### config.mk
export PLATFORM = sky130hd
export DESIGN_NAME = serial_adder_flat
export DESIGN_NICKNAME = d
export VERILOG_FILES = /design/src/rtl/serial_adder_if.sv /design/src/rtl/serial_adder.sv /design/src/flat_wrapper.sv
export SDC_FILE = /design/constraint.sdc
export NUM_CORES = 1
export LEC_CHECK = 0
export CORE_MARGIN = 2
export CORE_UTILIZATION = 40
export DETAILED_ROUTE_END_ITERATION = 6
export PLACE_DENSITY = 0.66
export SYNTH_ARGS = -nofsm -noshare
export SYNTH_HDL_FRONTEND = slang
export SYNTH_SLANG_ARGS = --single-unit
### constraint.sdc
create_clock -name clk -period 1.8 [get_ports clk]
set_clock_uncertainty 0.05 [all_clocks]
set_input_delay 0.36 -clock clk [delete_from_list [all_inputs] [get_ports clk]]
set_output_delay 0.36 -clock clk [all_outputs]
set_load 0.03 [all_outputs]
### src/rtl/serial_adder_if.sv
// ============================================================================
// serial_adder_if : start/done handshake bundle for serial_adder.
// Optional macro: SERIAL_ADDER_SUB_EN adds the sub select signal.
// Revision: 1.0
// ============================================================================
`default_nettype none

interface serial_adder_if #(
    parameter int WIDTH = 8
);
    logic             start;
    logic [WIDTH-1:0] a;
    logic [WIDTH-1:0] b;
    logic             cin;
`ifdef SERIAL_ADDER_SUB_EN
    logic             sub;
`endif
    logic             busy;
    logic             done;
    logic [WIDTH-1:0] s;
    logic             c;
    logic             ovf;

`ifdef SERIAL_ADDER_SUB_EN
    modport master (output start, a, b, cin, sub, input  busy, done, s, c, ovf);
    modport slave  (input  start, a, b, cin, sub, output busy, done, s, c, ovf);
`else
    modport master (output start, a, b, cin, input  busy, done, s, c, ovf);
    modport slave  (input  start, a, b, cin, output busy, done, s, c, ovf);
`endif
endinterface

`default_nettype wire

### src/rtl/serial_adder.sv
// ============================================================================
// serial_adder : multi-cycle adder, DIGIT bits per clock LSB first, with carry
// and signed overflow. Optional macro: SERIAL_ADDER_SUB_EN (a - b via sub).
// Revision: 1.0
// ============================================================================
`default_nettype none

module serial_adder #(
    parameter int WIDTH = 8,
    parameter int DIGIT = 1
) (
    input  logic          clk,
    input  logic          rst,
    serial_adder_if.slave bus
);
    localparam int N     = WIDTH / DIGIT;
    localparam int CNT_W = (N > 1) ? $clog2(N) : 1;
    localparam logic [CNT_W-1:0] LAST_CNT = CNT_W'(N - 1);

    generate
        if ((WIDTH < 2) || (DIGIT < 1) || ((WIDTH % DIGIT) != 0)) begin : g_param_check
            $error("serial_adder: WIDTH must be >= 2 and a multiple of DIGIT");
        end
    endgenerate

    typedef enum logic [0:0] {
        IDLE = 1'b0,
        RUN  = 1'b1
    } state_t;

    state_t           state_q;
    logic [WIDTH-1:0] a_q;
    logic [WIDTH-1:0] b_q;
    logic [WIDTH-1:0] sum_q;
    logic [WIDTH-1:0] s_q;
    logic [CNT_W-1:0] cnt_q;
    logic             carry_q;
    logic             busy_q;
    logic             done_q;
    logic             c_q;
    logic             ovf_q;

    logic [DIGIT:0]   digit_d;
    logic [WIDTH-1:0] sum_d;
    logic [WIDTH-1:0] b_load_d;
    logic             cin_load_d;
    logic             msb_cin_d;

`ifdef SERIAL_ADDER_SUB_EN
    assign b_load_d   = bus.sub ? ~bus.b : bus.b;
    assign cin_load_d = bus.sub | bus.cin;
`else
    assign b_load_d   = bus.b;
    assign cin_load_d = bus.cin;
`endif

    always_comb begin
        digit_d = {1'b0, a_q[DIGIT-1:0]} + {1'b0, b_q[DIGIT-1:0]} + {{DIGIT{1'b0}}, carry_q};
        // Carry into the digit's top bit; on the final digit that is the carry into the MSB.
        msb_cin_d = digit_d[DIGIT-1] ^ a_q[DIGIT-1] ^ b_q[DIGIT-1];
        sum_d     = (sum_q >> DIGIT) | (WIDTH'(digit_d[DIGIT-1:0]) << (WIDTH - DIGIT));
    end

    always_ff @(posedge clk) begin
        if (rst) begin
            state_q <= IDLE;
            a_q     <= '0;
            b_q     <= '0;
            sum_q   <= '0;
            s_q     <= '0;
            cnt_q   <= '0;
            carry_q <= 1'b0;
            busy_q  <= 1'b0;
            done_q  <= 1'b0;
            c_q     <= 1'b0;
            ovf_q   <= 1'b0;
        end else begin
            done_q <= 1'b0;
            case (state_q)
                IDLE: begin
                    if (bus.start) begin
                        a_q     <= bus.a;
                        b_q     <= b_load_d;
                        carry_q <= cin_load_d;
                        sum_q   <= '0;
                        cnt_q   <= '0;
                        busy_q  <= 1'b1;
                        state_q <= RUN;
                    end
                end
                RUN: begin
                    a_q     <= a_q >> DIGIT;
                    b_q     <= b_q >> DIGIT;
                    sum_q   <= sum_d;
                    carry_q <= digit_d[DIGIT];
                    cnt_q   <= cnt_q + CNT_W'(1);
                    if (cnt_q == LAST_CNT) begin
                        s_q     <= sum_d;
                        c_q     <= digit_d[DIGIT];
                        ovf_q   <= digit_d[DIGIT] ^ msb_cin_d;
                        done_q  <= 1'b1;
                        busy_q  <= 1'b0;
                        state_q <= IDLE;
                    end
                end
                default: state_q <= IDLE;
            endcase
        end
    end

    assign bus.busy = busy_q;
    assign bus.done = done_q;
    assign bus.s    = s_q;
    assign bus.c    = c_q;
    assign bus.ovf  = ovf_q;

endmodule

`default_nettype wire

### src/flat_wrapper.sv
// flat-port wrapper written by rule: the top's interface ports become plain ports
module serial_adder_flat 
#(
    parameter int WIDTH = 8,
    parameter int DIGIT = 1
)
  (clk, rst, bus_start, bus_a, bus_b, bus_cin, bus_busy, bus_done, bus_s, bus_c, bus_ovf);
  serial_adder_if #(.WIDTH(WIDTH)) bus_i ();
  input  logic clk;
  input  logic rst;
  input wire logic [$bits(bus_i.start)-1:0] bus_start;
  input wire logic [$bits(bus_i.a)-1:0] bus_a;
  input wire logic [$bits(bus_i.b)-1:0] bus_b;
  input wire logic [$bits(bus_i.cin)-1:0] bus_cin;
  output wire logic [$bits(bus_i.busy)-1:0] bus_busy;
  output wire logic [$bits(bus_i.done)-1:0] bus_done;
  output wire logic [$bits(bus_i.s)-1:0] bus_s;
  output wire logic [$bits(bus_i.c)-1:0] bus_c;
  output wire logic [$bits(bus_i.ovf)-1:0] bus_ovf;
  assign bus_i.start = bus_start;
  assign bus_i.a = bus_a;
  assign bus_i.b = bus_b;
  assign bus_i.cin = bus_cin;
  assign bus_busy = bus_i.busy;
  assign bus_done = bus_i.done;
  assign bus_s = bus_i.s;
  assign bus_c = bus_i.c;
  assign bus_ovf = bus_i.ovf;
  serial_adder #(.WIDTH(WIDTH), .DIGIT(DIGIT)) u_core (.clk(clk), .rst(rst), .bus(bus_i));
endmodule
==> impl_metrics.toml, run 1 <==
[run_status]
status = "completed"

[sta]
slew_headroom_pct = 64.3
max_freq_ghz = 0.585
setup_tns_ns = 0
hold_viol = 0
setup_slack_ns = 0.0904
fin_crit_ns = 1.71
tightest_slew_ns = 0.536
fin_crit_sh_pct = 95.0
rsz0062_at_grt = "no"
slew_violations = 0
finalSetupViolCount = 0
holdWs_ns = 0.401

[setup_path]
crit_path_end_kind = "output port"
crit_buf_inv = 1
critPathTopFamily = "buffers and inverters"
cp_max_fo = 2
crit_chain = "clkdlybuf4s50_1"
cp_slowest_stage_delay_ns = 0.67
cp_data_required_time_ns = 1.39
path_class = "register to output port"
cpMaxStageDelayCell = "clkdlybuf4s50_1"
start_kind = "register"
arrival_ns = 1.30

[global_route]
first_global_vias = 1247
grt_pass1_wl_um = 5640
grt_max_degree = 41
antenna_found_initial = 0
grt_overflow = 0
grt_usage_pct = 14.8

[hold_path]
min_path_type = "register to register"

[clock_tree]
cts_max_path_buffers = 2
root_buffer = "clkbuf_8"
cts_tree = "built"
htreeDepth = 2
insertion_delay_ns = 0.28
cts.hold.buffers_added = 0
post_cts_resized = 0
cts.sinks = 40
clkTransAtPathRegs_ns = 0.08
post_cts_buffers = 0
numCtsBuffers = 5

[placed_design]
place_ws_ns = 0.0128
place_hpwl_um = 2160
place_congestion = 0.690
io_buffers = 31

[floorplan]
die_h_um = 69.0
io_pins = 32
core_mm2 = 0.00403
start_util_pct = 42.0
rows = 23
die_area_mm2 = 0.00477
die_x_um = 69.0

[synthesis]
async_reset_ff_share_pct = 0
synth_enable_flop_cells = 0
syn_inst = 176
synth_area_mm2 = 0.00169
synth.distinct_cells = 23
ys_seq_elements = 40
yosys_warnings = 0
syn_avg_cell_area_um2 = 9.61
synth_fp_nets = 199
synth_ff_type = "dfxtp_1"
ys_seq_area_share_pct = 47.3

[final_layout]
n_fill_cell = 366
drive_above_1_share_pct = 6.31
area_growth_pct = 26.4
n_antenna_cell = 0
regArea_um2 = 801
nNetsFinal = 228
multi_input_area_um2 = 805

[power_and_ir_drop]
power_density_mw_per_mm2 = 821
max-vdd-ir-drop_mv = 0.411
p_leak_nw = 0.814
total_power_mw = 1.76

[detailed_routing]
drt-total-wl_um = 3240
drc = 0
via_count = 1281
via_per_inst = 5.00
final_antenna_net_count = 0
dr.pass1.iters = 4
drt_iter0_drc = 96
wire_per_inst_um = 12.7

[job]
drv_cap = 0
tightest hold or removal path, delay by kind of cell, from the launching register on:
kind            cells  cell delay, ns
flops               1            0.31
compound gates      1            0.05
simple gates        1            0.05
Yosys cell counts, types with 2 or more instances:
master	instances	area, um^2
buf_4	2	15.0
mux2i_1	17	170
nor2_1	30	113
dfxtp_1	40	801
xor2_1	2	17.5
a21oi_1	17	85.1
clkbuf_1	3	11.3
nor3b_1	9	67.6
nand2_1	14	52.6
nor2b_1	2	12.5
inv_1	4	15.0
buf_2	6	30.0
a211oi_2	2	25.0
mux2_1	14	158
a211oi_1	3	22.5
ha_1	2	25.0
nor3_1	3	15.0
path summary, 6_finish.rpt:
kind,from,to,slack (ns),depth (start not counted)
max,u_core.bus.s[7],bus_s[7],0.09,1
min,u_core.sum_q[1],u_core.bus.s[0],0.40,2
max reg2reg,u_core.cnt_q[0],u_core.bus.s[7],0.17,5
min reg2reg,u_core.sum_q[1],u_core.bus.s[0],0.40,2
metrics by stage:
stage	util, %	instance area [um^2]	instances
4_1_cts	53.1	2140	256
3_5_place_dp	50.8	2050	248
6_report	53.1	2140	256
3_3_place_gp	50.8	2050	248
5_1_grt	53.1	2140	256
2_1_floorplan	-	1690	176
cells by family (layout without fill, tap and decap cells):
logic type,Yosys count,count (layout),share of synthesized area (%)
adders and majority gates,3,3,2.66
buffers and inverters,17,47,5.10
muxes,31,31,19.4
DFF,40,40,47.3
and+or+nand+nor,60,60,16.1
xor gates and xnor gates,3,3,1.55
AOI/OAI and AO/OA,22,22,7.84
registers in the layout (all words and copies together) (netlist names):
register and flops:
u_core.a_q 8, u_core.b_q 8, u_core.bus.s 8, u_core.sum_q 7, u_core.cnt_q 3, u_core.bus.busy 1, u_core.bus.c 1, u_core.bus.done 1
u_core.bus.ovf 1, u_core.carry_q 1, u_core.state_q 1
layout make-up:
class	instances	share of cell area, %
clock buffer	8	4.21
inverter	4	0.702
multi-input combinational	119	37.6
sequential	40	37.4
tap	50	2.93
timing repair buffer	35	17.1
layout by cell type (no fill, tap or decap), types with 3 or more instances in the layout:
| cell type | instances |
|---|---|
| nor3b_1 | 9 |
| a21oi_1 | 17 |
| dfxtp_1 | 40 |
| clkbuf_8 | 6 |
| nor2_1 | 30 |
| inv_1 | 4 |
| a211oi_1 | 3 |
| nor3_1 | 3 |
| mux2i_1 | 17 |
| clkdlybuf4s50_1 | 31 |
| nand2_1 | 14 |
| mux2_1 | 14 |
per-layer routing:
layer / up-vias / GRT usage (%) / wire length (um)
met2: 21 / 25.0 / 1600
met3: 6 / 4.97 / 117
li1: 641 / - / -
met5: - / 0 / 0
met1: 613 / 16.9 / 1470
met4: 0 / 6.54 / 59
report_power, final:
part	internal (mW)	leakage [nW]	total (mW)	switching [mW]
logic	0.117	0.442	0.219	0.102
registers	0.917	0.326	0.935	0.0181
clock network	0.313	0.0455	0.602	0.290
total	1.35	0.814	1.76	0.410
No activity file was read; power rests on OpenSTA's default activity.
==> run 2, diff against run 1 <==
- PLACE_DENSITY: 0.66 -> 0.71
==> impl_metrics.toml, run 2 (synthesis results as in run 1) <==
[run_status]
status = "completed"

[floorplan]
start_util_pct = 42.0
core_mm2 = 0.00403
die_area_mm2 = 0.00477
io_pins = 32
die_h_um = 69.0
die_x_um = 69.0
rows = 23

[clock_tree]
insertion_delay_ns = 0.30
cts.sinks = 40
cts.hold.buffers_added = 0
post_cts_buffers = 0
cts_tree = "built"
post_cts_resized = 0
clkTransAtPathRegs_ns = 0.08
cts_max_path_buffers = 2
htreeDepth = 2
numCtsBuffers = 5
root_buffer = "clkbuf_8"

[sta]
setup_tns_ns = 0
fin_crit_sh_pct = 95.7
fin_crit_ns = 1.72
finalSetupViolCount = 0
slew_headroom_pct = 65.7
rsz0062_at_grt = "no"
slew_violations = 0
hold_viol = 0
max_freq_ghz = 0.581
holdWs_ns = 0.404
tightest_slew_ns = 0.514

[setup_path]
cp_max_fo = 2
crit_path_start = "u_core.bus.busy"
cp_data_required_time_ns = 1.39
ff2ff_path_depth = 5
crit_path_end_kind = "output port"
crit_end = "bus_busy"
timing.rr.end = "u_core.bus.ovf"
worstReg2RegStart = "u_core.b_q[0]"
start_kind = "register"
arrival_ns = 1.31
crit_chain = "clkdlybuf4s50_1"
reg2reg_slack_ns = 0.16
crit_buf_inv = 1
critPathTopFamily = "buffers and inverters"
cpMaxStageDelayCell = "clkdlybuf4s50_1"
path_class = "register to output port"
cp_slowest_stage_delay_ns = 0.67
cp_num_cells = 1

[power_and_ir_drop]
power_density_mw_per_mm2 = 978
p_leak_nw = 0.851
max-vdd-ir-drop_mv = 0.537

[detailed_routing]
final_antenna_net_count = 0
via_per_inst = 4.93
via_count = 1268
dr.pass1.iters = 4
drt_iter0_drc = 55
drc = 0
drt-total-wl_um = 2970
wire_per_inst_um = 11.6

[global_route]
antenna_found_initial = 0
grt_max_degree = 41
grt_usage_pct = 13.8
grt_overflow = 0
grt_pass1_wl_um = 5380
first_global_vias = 1208

[hold_path]
worstHoldStart = "u_core.sum_q[1]"
min_path_type = "register to register"

[final_layout]
area_growth_pct = 30.9
drive_above_1_share_pct = 7.73
n_antenna_cell = 0
final_common_cell = "dfxtp_1"
utilization_pct = 55.0
n_fill_cell = 373
final_cell_mix = "40 x dfxtp_1, 31 x clkdlybuf4s50_1, 30 x nor2_1"
nNetsFinal = 229

[placed_design]
place_congestion = 0.691
place_hpwl_um = 1970
io_buffers = 31

[job]
drv_cap = 0
==> run 2: how the worst min path moves through the flow <==
stage,to,slack [ns],depth (start not counted)
finish,u_core.bus.s[0],0.40,2
global route,u_core.bus.s[3],0.44,2
CTS,u_core.bus.s[0],0.41,2
detailed placement,u_core.bus.s[0],0.40,2
global placement,u_core.bus.s[0],0.39,2
floorplan,u_core.bus.s[0],0.38,2
==> run 2: final cells by class <==
class / instances / area [um^2] / share of cell area [%]
clock inverters: 3 / 90.1 / 4.07
clock buffers: 5 / 68.8 / 3.11
multi-input cells: 119 / 805 / 36.3
well taps: 50 / 62.6 / 2.82
flip-flops and latches: 40 / 801 / 36.2
inverters: 4 / 15.0 / 0.678
repair buffers: 36 / 373 / 16.8
==> run 2: routing by layer <==
metal	global-route usage (%)	wire, um
met1	17.3	1480
met2	21.5	1310
met3	4.39	127
met4	6.75	61
met5	0	0
==> run 2: per-stage QoR <==
step,area [um^2],std cells,total power [mW],setup slack (ns)
finish,2210,257,2.17,0.0779
global route,2210,257,2.25,0.0293
CTS,2210,257,2.18,0.0585
detailed placement,2060,249,1.17,0.0447
global placement,2060,249,1.17,0.0711
floorplan,1690,176,1.09,0.277
==> run 2: where the power goes <==
group	switching, mW	leakage [nW]	internal [mW]
clock	0.321	0.0784	0.693
combinational	0.100	0.447	0.118
sequential	0.0169	0.326	0.916
total	0.439	0.851	1.73
==> run 3, diff against run 2 <==
--- a/config.mk
+++ b/config.mk
@@ -6,8 +6,10 @@
 export NUM_CORES = 1
 export LEC_CHECK = 0
+export CORE_ASPECT_RATIO = 1.25
 export CORE_MARGIN = 2
 export CORE_UTILIZATION = 40
 export DETAILED_ROUTE_END_ITERATION = 6
 export PLACE_DENSITY = 0.71
+export SLEW_MARGIN = 5
 export SYNTH_ARGS = -nofsm -noshare
 export SYNTH_HDL_FRONTEND = slang
==> constraint.sdc (replaced) <==
create_clock -name clk -period 1.8 [get_ports clk]
set_clock_uncertainty 0.05 [all_clocks]
set_input_delay 0.18 -clock clk [delete_from_list [all_inputs] [get_ports clk]]
set_output_delay 0.18 -clock clk [all_outputs]
set_load 0.03 [all_outputs]
==> impl_metrics.toml, run 3 (synthesis results as in run 1) <==
[run_status]
status = "completed"

[detailed_routing]
drt-total-wl_um = 2820
drc = 0
final_antenna_net_count = 0
drt_iter0_drc = 56
dr.pass1.iters = 4
via_count = 1252
via_per_inst = 4.78
wire_per_inst_um = 10.8

[clock_tree]
cts.hold.buffers_added = 0
cts_max_path_buffers = 2
clkTransAtPathRegs_ns = 0.08
post_cts_resized = 0
post_cts_buffers = 0
numCtsBuffers = 5
htreeDepth = 2
root_buffer = "clkbuf_8"
cts_tree = "built"
insertion_delay_ns = 0.29
cts.sinks = 40

[final_layout]
n_fill_cell = 388
drive_above_1_share_pct = 7.28
n_antenna_cell = 0
final_cell_mix = "40 x dfxtp_1, 31 x clkdlybuf4s50_1, 30 x nor2_1"
final_common_cell = "dfxtp_1"
nNetsFinal = 228
area_growth_pct = 28.1
design_area_mm2 = 0.00217

[job]
drv_cap = 0

[power_and_ir_drop]
power.internal_mw = 1.44
p_seq_share_pct = 50.0
max-vdd-ir-drop_mv = 0.444
p_switching_uw = 424
total_power_mw = 1.87
power_density_mw_per_mm2 = 861
power_frac_clock_pct = 38.6
switching_share_pct = 22.7
p_comb_share_pct = 11.5
p_leak_nw = 0.822

[global_route]
grt_overflow = 0
grt_usage_pct = 13.2
grt_max_degree = 41
first_global_vias = 1183
antenna_found_initial = 0
grt_pass1_wl_um = 5060

[sta]
max_freq_ghz = 0.614
hold_viol = 0
setup_slack_ns = 0.172
finalSetupViolCount = 0
rsz0062_at_grt = "no"
tightest_slew_ns = 0.527
fin_crit_sh_pct = 90.5
fin_crit_ns = 1.63
slew_violations = 0
slew_headroom_pct = 64.9
setup_tns_ns = 0

[setup_path]
crit_buf_inv = 1
cp_max_fo = 3
cpMaxStageDelayCell = "fa_1"
cp_num_cells = 5
crit_chain = "inv_1 > fa_1 > xor2_1 > xnor2_1 > a211oi_2"
cp_data_required_time_ns = 1.97
critPathTopFamily = "adder cells"
ff2ff_path_depth = 5
start_kind = "register"
arrival_ns = 1.80
cp_slowest_stage_delay_ns = 0.56
path_class = "register to register"
crit_path_end_kind = "register"

[hold_path]
min_path_type = "register to register"
min_path_cells = 2

[floorplan]
die_area_mm2 = 0.00477
rows = 26
core_mm2 = 0.00407
die_x_um = 62.2
die_h_um = 76.7
io_pins = 32
start_util_pct = 41.6

[placed_design]
place_hpwl_um = 1880
place_congestion = 0.681
place_area_mm2 = 0.00206
place_ws_ns = 0.184
io_buffers = 31
-- run 3: routing by layer --
metal / track usage (%) / part of all wire, %
met5: 0 / 0
met4: 6.44 / 2.2
met3: 3.96 / 3.7
met2: 22.7 / 49
met1: 15.0 / 45
-- run 3: through the flow --
stage / utilization, % / hold WS, ns / cells
final: 53.3 / 0.404 / 262
after global routing: 53.3 / 0.430 / 262
after CTS: 53.3 / 0.408 / 262
after detailed placement: 50.6 / 0.397 / 254
after global placement: 50.6 / 0.393 / 254
after floorplan: - / 0.325 / 176
-- run 3: path summary, 6_finish.rpt --
path | from | slack (ns) | endpoint
max | u_core.b_q[0] | 0.17 | u_core.bus.ovf
min | u_core.bus.s[0] | 0.40 | u_core.bus.s[0]
max reg2reg | u_core.b_q[0] | 0.17 | u_core.bus.ovf
min reg2reg | u_core.bus.s[0] | 0.40 | u_core.bus.s[0]
-- run 3: worst min-delay path, cell delays in order, from the launching register on --
cell and delay, ns:
dfxtp_1 0.31, nand2_1 0.05, a21oi_1 0.05
-- run 3: cell type report --
type	instances	area, um^2	area share, %
repair buffers	35	365	16.9
clock inverters	3	42.5	1.96
well taps	56	70.1	3.23
flip-flops and latches	40	801	37.0
inverters	4	15.0	0.693
multi-input cells	119	805	37.1
clock buffers	5	68.8	3.18
-- run 3: power by group through the flow --
stage	clock network [mW]	registers, mW	logic [mW]
global route	0.794	0.938	0.238
finish	0.720	0.933	0.214
detailed placement	0	0.954	0.216
floorplan	0	0.953	0.141
CTS	0.744	0.933	0.217
global placement	0	0.953	0.213
==> variant, RTL diff (flow settings as in run 2) <==
`WIDTH` is set to 8 in 3 places; all go to 4.
--- a/src/rtl/serial_adder_if.sv
+++ b/src/rtl/serial_adder_if.sv
@@ -6,7 +6,7 @@
 `default_nettype none
 
 interface serial_adder_if #(
-    parameter int WIDTH = 8
+    parameter int WIDTH = 4
 );
     logic             start;
     logic [WIDTH-1:0] a;
--- a/src/rtl/serial_adder.sv
+++ b/src/rtl/serial_adder.sv
@@ -6,7 +6,7 @@
 `default_nettype none
 
 module serial_adder #(
-    parameter int WIDTH = 8,
+    parameter int WIDTH = 4,
     parameter int DIGIT = 1
 ) (
     input  logic          clk,
--- a/src/flat_wrapper.sv
+++ b/src/flat_wrapper.sv
@@ -1,7 +1,7 @@
 // flat-port wrapper written by rule: the top's interface ports become plain ports
 module serial_adder_flat 
 #(
-    parameter int WIDTH = 8,
+    parameter int WIDTH = 4,
     parameter int DIGIT = 1
 )
   (clk, rst, bus_start, bus_a, bus_b, bus_cin, bus_busy, bus_done, bus_s, bus_c, bus_ovf);
Ports: changed (resized bus_a, bus_b and bus_s); port bits go from 32 to 20. No check against the original RTL was run, so the function may have changed too.
==> variant against run 2 <==
Routed wire length fell by 38%. Power fell by 57%. Synthesized area fell by 41%. Register-to-register slack improved by 0.10 ns. Critical path type unchanged. Highest routed layer unchanged. Non-clock buffer count fell by 11. Hold slack improved by 0.018 ns. Critical path depth did not move. Worst setup slack got worse by 0.018 ns. Sequential cell count fell by 17. Cell area fell by 43%.
==> variant: results (changes against run 2) <==
| Metric | Value |
|---|---|
| Register-to-register setup slack | 0.26 ns (+0.10 ns) |
| Filler cells | 241 (-35%) |
| DP Area | 1230 um2 (-40%) |
| Non-Filler Instances | 150 (-42%) |
| Wl on met1 | 838 um (-43%) |
| DR WL met2 | 883 um (-32%) |
| Switching power | 235 uW (-46%) |
| Clock Pin Slew Worst Setup and Hold Paths | 0.12 ns (+0.04 ns) |
| Placement Rows | 18 (-22%) |
| DR WL met3 | 84 um (-34%) |
| Post-DP HPWL | 1280 um (-35%) |
| Buffering overhead | 19.9% (+3.0 points) |
| H-tree depth | 1 (-1) |
| Post-synth top cells | dfxtp_1 (23), a21oi_1 (12), mux2i_1 (9), a211oi_1 (8), nor2b_1 (7) |
| GRT Total Usage | 15.0% (+1.1 points) |
| Global-route met1 utilization | 17.3% (-0.035 points) |
| Power Density | 737 nW/um2 (-25%) |
| Routed WL | 1850 um (-38%) |
| Grt met2 use | 26.0% (+4.5 points) |
| Comb_multi_in | 67 (-44%) |
| NumNets Final | 135 (-41%) |
| Seq/total area | 36.5% (+0.39 points) |
| Status | finished clean |
| Vias in the first global route | 752 (-38%) |
| Unique masters post-synth | 21 (-8.7%) |
| Clock buf count | 4 (-1) |
| Port Buffers | 19 (-39%) |
| Hold slack | 0.422 ns (+0.0178 ns) |
| TritonRoute pass-1 iters | 3 (-1) |
| Multi-input gate area in the final layout | 482 um2 (-40%) |
| DR vias/cell | 5.03 (+2.0%) |
| Final Instance Area | 1260 um2 (-43%) |
| CTS buffer count | 3 (-2) |
| Non-clk bufs | 25 (-31%) |
| Synth top area cells | dfxtp_1 (46%), mux2i_1 (9.1%), a21bo_2 (6.1%), a21oi_1 (6.1%), a211oi_1 (6.1%) |
| P_comb | 129 uW (-41%) |
| Invs w/o clock | 1 (-3) |
==> variant: worst max path at each step <==
stage | startpoint | to | slack, ns | depth (start not counted)
final | u_core.bus.c | bus_c | 0.06 | 1
after global routing | u_core.bus.s[0] | bus_s[0] | 0.01 | 1
after CTS | u_core.bus.ovf | bus_ovf | 0.02 | 1
after detailed placement | bus_start | u_core.cnt_q[1] | 0.20 | 4
after global placement | bus_start | u_core.sum_q[3] | 0.23 | 4
after floorplan | u_core.carry_q | u_core.bus.ovf | 0.51 | 3
==> variant: cells by family (layout without fill, tap and decap cells) <==
logic type,count (synthesis),in the layout,share of synthesized area [%]
simple gates,28,28,16.3
xor+xnor,1,1,0.883
compound gates,27,27,19.0
buf+inv,9,30,5.04
flops,23,23,46.4
fa+ha+maj,2,2,3.28
mux,9,9,9.08
==> variant: tightest hold or removal path, delay by kind of cell, from the launching register on <==
kind | cells | cell delay [ns]
AND/OR/NAND/NOR | 1 | 0.06
flip-flops | 1 | 0.33
AO/OA/AOI/OAI | 1 | 0.05
